--- src/rtl/fifo_pair_packer.sv ---
// fifo_pair_packer: pops two FIFO words and presents them as one packed word with valid/ready handshake.
// Optional out_parity output enabled by defining PACKER_PARITY_EN.
module fifo_pair_packer #(
    parameter int FIFO_WIDTH = 4
) (
    input  logic                    clk,
    input  logic                    reset,
    input  logic                    fifo_empty,
    input  logic [FIFO_WIDTH-1:0]   fifo_rd_data,
    output logic                    fifo_rd_en,
    output logic [2*FIFO_WIDTH-1:0] out_data,
    output logic                    out_valid,
    input  logic                    out_ready,
`ifdef PACKER_PARITY_EN
    output logic                    out_parity,
`endif
    output logic [7:0]              pair_count
);
    typedef enum logic [2:0] {S_LO, S_LO_RD, S_HI, S_HI_RD, S_OUT} state_t;
    state_t                  r_state, w_next;
    logic [2*FIFO_WIDTH-1:0] r_data, w_data;
    logic [7:0]              r_count;
    assign fifo_rd_en = !reset && (r_state == S_LO || r_state == S_HI) && !fifo_empty;
    assign out_valid  = r_state == S_OUT;
    assign out_data   = r_data;
    assign pair_count = r_count;
    always_comb begin
        w_next = r_state;
        w_data = r_data;
        unique case (r_state)
            S_LO:    w_next = fifo_rd_en ? S_LO_RD : S_LO;
            S_LO_RD: begin
                w_data[FIFO_WIDTH-1:0] = fifo_rd_data;
                w_next = S_HI;
            end
            S_HI:    w_next = fifo_rd_en ? S_HI_RD : S_HI;
            S_HI_RD: begin
                w_data[2*FIFO_WIDTH-1:FIFO_WIDTH] = fifo_rd_data;
                w_next = S_OUT;
            end
            S_OUT:   w_next = out_ready ? S_LO : S_OUT;
            default: w_next = S_LO;
        endcase
    end
    always_ff @(posedge clk) begin
        if (reset) begin
            r_state <= S_LO;
            r_data  <= '0;
            r_count <= '0;
        end else begin
            r_state <= w_next;
            r_data  <= w_data;
            if (r_state == S_OUT && out_ready && r_count != 8'hFF)
                r_count <= r_count + 8'd1;
        end
    end
`ifdef PACKER_PARITY_EN
    logic r_parity;
    always_ff @(posedge clk) begin
        if (reset)
            r_parity <= 1'b0;
        else
            r_parity <= ^w_data;
    end
    assign out_parity = r_parity & out_valid;
`endif
endmodule
--- config.mk ---
export PLATFORM = sky130hd
export DESIGN_NAME = fifo_pair_packer
export DESIGN_NICKNAME = d
export VERILOG_FILES = /design/src/rtl/fifo_pair_packer.sv
export SDC_FILE = /design/constraint.sdc
export NUM_CORES = 1
export LEC_CHECK = 0
export CAP_MARGIN = 15
export CORE_MARGIN = 3
export CORE_UTILIZATION = 30
export CTS_BUF_LIST = sky130_fd_sc_hd__clkbuf_2 sky130_fd_sc_hd__clkbuf_4 sky130_fd_sc_hd__clkbuf_8
export DETAILED_ROUTE_END_ITERATION = 10
export PLACE_DENSITY = 0.56
export SYNTH_ARGS = -nofsm -noshare
export SYNTH_HDL_FRONTEND = slang
export SYNTH_SLANG_ARGS = --single-unit
--- constraint.sdc ---
create_clock -name clk -period 3.7 [get_ports clk]
set_input_delay 0.74 -clock clk [delete_from_list [all_inputs] [get_ports clk]]
set_output_delay 0.74 -clock clk [all_outputs]
set_load 0.005 [all_outputs]
==> flow_summary.json <==
{
  "status": "finished, final reports clean",
  "cts_buffer_depth": 2,
  "syn_inst": 92,
  "drv_slew": 0,
  "p_per_area_nw_per_um2": 307,
  "synth.area.top_cells": "dfxtp_1 43%, mux2i_1 10%, nor2_1 4.7%",
  "cts.repair.resized": 0,
  "critPathKind": "in2out",
  "setup_violations": 0,
  "antenna_found_initial": 0,
  "synth_top_area_share_pct": 43.1,
  "drc": 0,
  "clock_latency_ns": 0.29,
  "cts_setup_buffers": 0,
  "die_w_um": 60.3,
  "synth.largest_area_cell": "dfxtp_1",
  "hold_class": "reg2reg",
  "synth.distinct_cells": 31,
  "switching_share_pct": 22.5,
  "clkTransAtPathRegs_ns": 0.10,
  "wl_mm": 1.83,
  "globalplace.congestion": 0.779,
  "num-fill-cells": 283,
  "antenna_left": 0,
  "met3WireLength_um": 68,
  "critPathLaunchType": "input pin",
  "ios": 26,
  "die_h_um": 60.3,
  "p_seq_share_pct": 59.3,
  "fmax_mhz": 367,
  "synthTopCellsByCount": "19 x dfxtp_1, 11 x nor2_1, 9 x mux2i_1",
  "async_flop_share_pct": 0,
  "cts_sinks": 19,
  "final_cell_area_sq_um": 1180,
  "rows": 19,
  "ir_drop_uv": 160,
  "cp_max_fo": 2,
  "ctsHoldBuffers": 0,
  "syn_nets": 101,
  "grt_pass1_vias": 679,
  "grt_max_degree": 24,
  "first_pass_iters": 4,
  "placed_area_sq_um": 1150,
  "relSlewSlack_pct": 70.1,
  "topRoutingLayerUsed": "met3",
  "wl_per_cell_um": 12.4,
  "yosysMostFrequentCell": "dfxtp_1",
  "synth_area_per_cell_sq_um": 9.60,
  "worst_slew_pin_slew_ns": 0.446,
  "htree_levels": 1,
  "fin_skew_ns": 0.00160,
  "rsz0062_at_grt": "false",
  "grt_pass1_wl_mm": 3.17,
  "reg2reg_depth": 4,
  "fin_tns_setup_ns": 0,
  "ctsRootBufferMaster": "clkbuf_4",
  "leakage_nw": 0.432,
  "core_area_sq_um": 2780,
  "ys_ff_latch": 19,
  "initial_utilization_pct": 31.8,
  "cp.required_ns": 2.96,
  "cp-end-kind": "primary output",
  "diodes": 0,
  "cts_tree": "done",
  "fin_nets": 126,
  "drt-initial-drc-count": 17,
  "multi_input_area_sq_um": 459,
  "period_share_pct": 73.7,
  "seq_area_frac_synth_pct": 43.1,
  "io_buffers": 25,
  "pwr-share-comb_pct": 9.6,
  "drv_cap": 0,
  "area_delta_synth_final_pct": 33.3,
  "grt_usage_pct": 11.5,
  "synth_enable_flop_cells": 0,
  "ys.flop_type": "dfxtp_1",
  "p_switching_uw": 81.4,
  "dieArea_sq_um": 3630,
  "yosys_warnings": 0,
  "seqCellArea_sq_um": 380,
  "vias_per_cell": 5.05,
  "hold_depth": 2,
  "synth_area_sq_um": 883,
  "drive_gt1_share_pct": 7.76,
  "report.final.hold_viol_count": 0,
  "via_count": 742,
  "routed-wl-met2_um": 870,
  "internal_power_uw": 280,
  "crit_arrival_ns": 1.99,
  "fin_crit_ns": 2.73,
  "wl_met1_um": 891,
  "holdWs_ns": 0.507,
  "dpl.hpwl_mm": 1.35,
  "power_frac_clock_pct": 31.1,
  "cts_buffers": 3,
  "grt_overflow": 0
}
[critical path, stage by stage]
cell and delay [ns]:
clkdlybuf4s50_1 0.46, nor4_1 0.25, clkdlybuf4s50_1 0.54
[final timing paths]
kind | from | end | slack [ns]
setup / recovery | reset | fifo_rd_en | 0.97
hold / removal | out_data[1]$_SDFFE_PP0N_ | out_data[1]$_SDFFE_PP0N_ | 0.51
setup reg to reg | pair_count[0]$_SDFFE_PP0P_ | pair_count[0]$_SDFFE_PP0P_ | 2.07
hold reg to reg | out_data[1]$_SDFFE_PP0N_ | out_data[1]$_SDFFE_PP0N_ | 0.51
[cell type report]
cell class	count	share of cell area [%]
Inverter	3	0.956
Tap cell	31	3.29
Timing Repair Buffer	26	21.9
Clock buffer	4	2.55
Multi-Input combinational cell	64	39.0
Sequential cell	19	32.3
[cell families after synthesis]
family                     Yosys count  share of synthesized area [%]
and+or+nand+nor                     38                           25.9
DFF                                 19                           43.1
AOI/OAI and AO/OA                   12                           9.63
muxes                               12                           14.0
buffers and inverters                9                           4.96
xor gates and xnor gates             1                          0.992
adders and majority gates            1                           1.42
[sequential cells by signal (all words and copies together), names as in the netlist]
register	cells
r_state	3
out_data	8
pair_count	8
[layer usage]
| metal | global-route usage, % | up-vias |
|---|---|---|
| li1 | - | 384 |
| met1 | 16.1 | 346 |
| met2 | 17.1 | 12 |
| met3 | 4.10 | 0 |
| met4 | 1.90 | 0 |
| met5 | 0 | - |
[power by group through the flow]
stage          Clock [mW]  Sequential (mW)  Combinational, mW
2_1_floorplan           0            0.217             0.0196
3_3_place_gp            0            0.219             0.0353
3_5_place_dp            0            0.219             0.0353
4_1_cts             0.123            0.214             0.0355
5_1_grt             0.128            0.215             0.0386
6_report            0.112            0.214             0.0349
[stage by stage]
step	power, mW	worst slack (ns)	instances	util [%]
floorplan	0.236	1.76	92	-
global placement	0.254	0.971	143	41.3
detailed placement	0.254	0.966	143	41.3
CTS	0.373	0.961	147	42.3
global route	0.382	0.888	147	42.3
finish	0.362	0.974	147	42.3
[layout by cell type (no fill, tap or decap), drive strengths merged, types with 4 or more instances in the layout]
master | netlist | routed
a211oi | 4 | 4
clkbuf | 3 | 4
clkdlybuf4s50 | 0 | 25
dfxtp | 19 | 19
mux2i | 9 | 9
nor2 | 11 | 11
nor4 | 4 | 4
No activity file was read; power rests on OpenSTA's default activity.
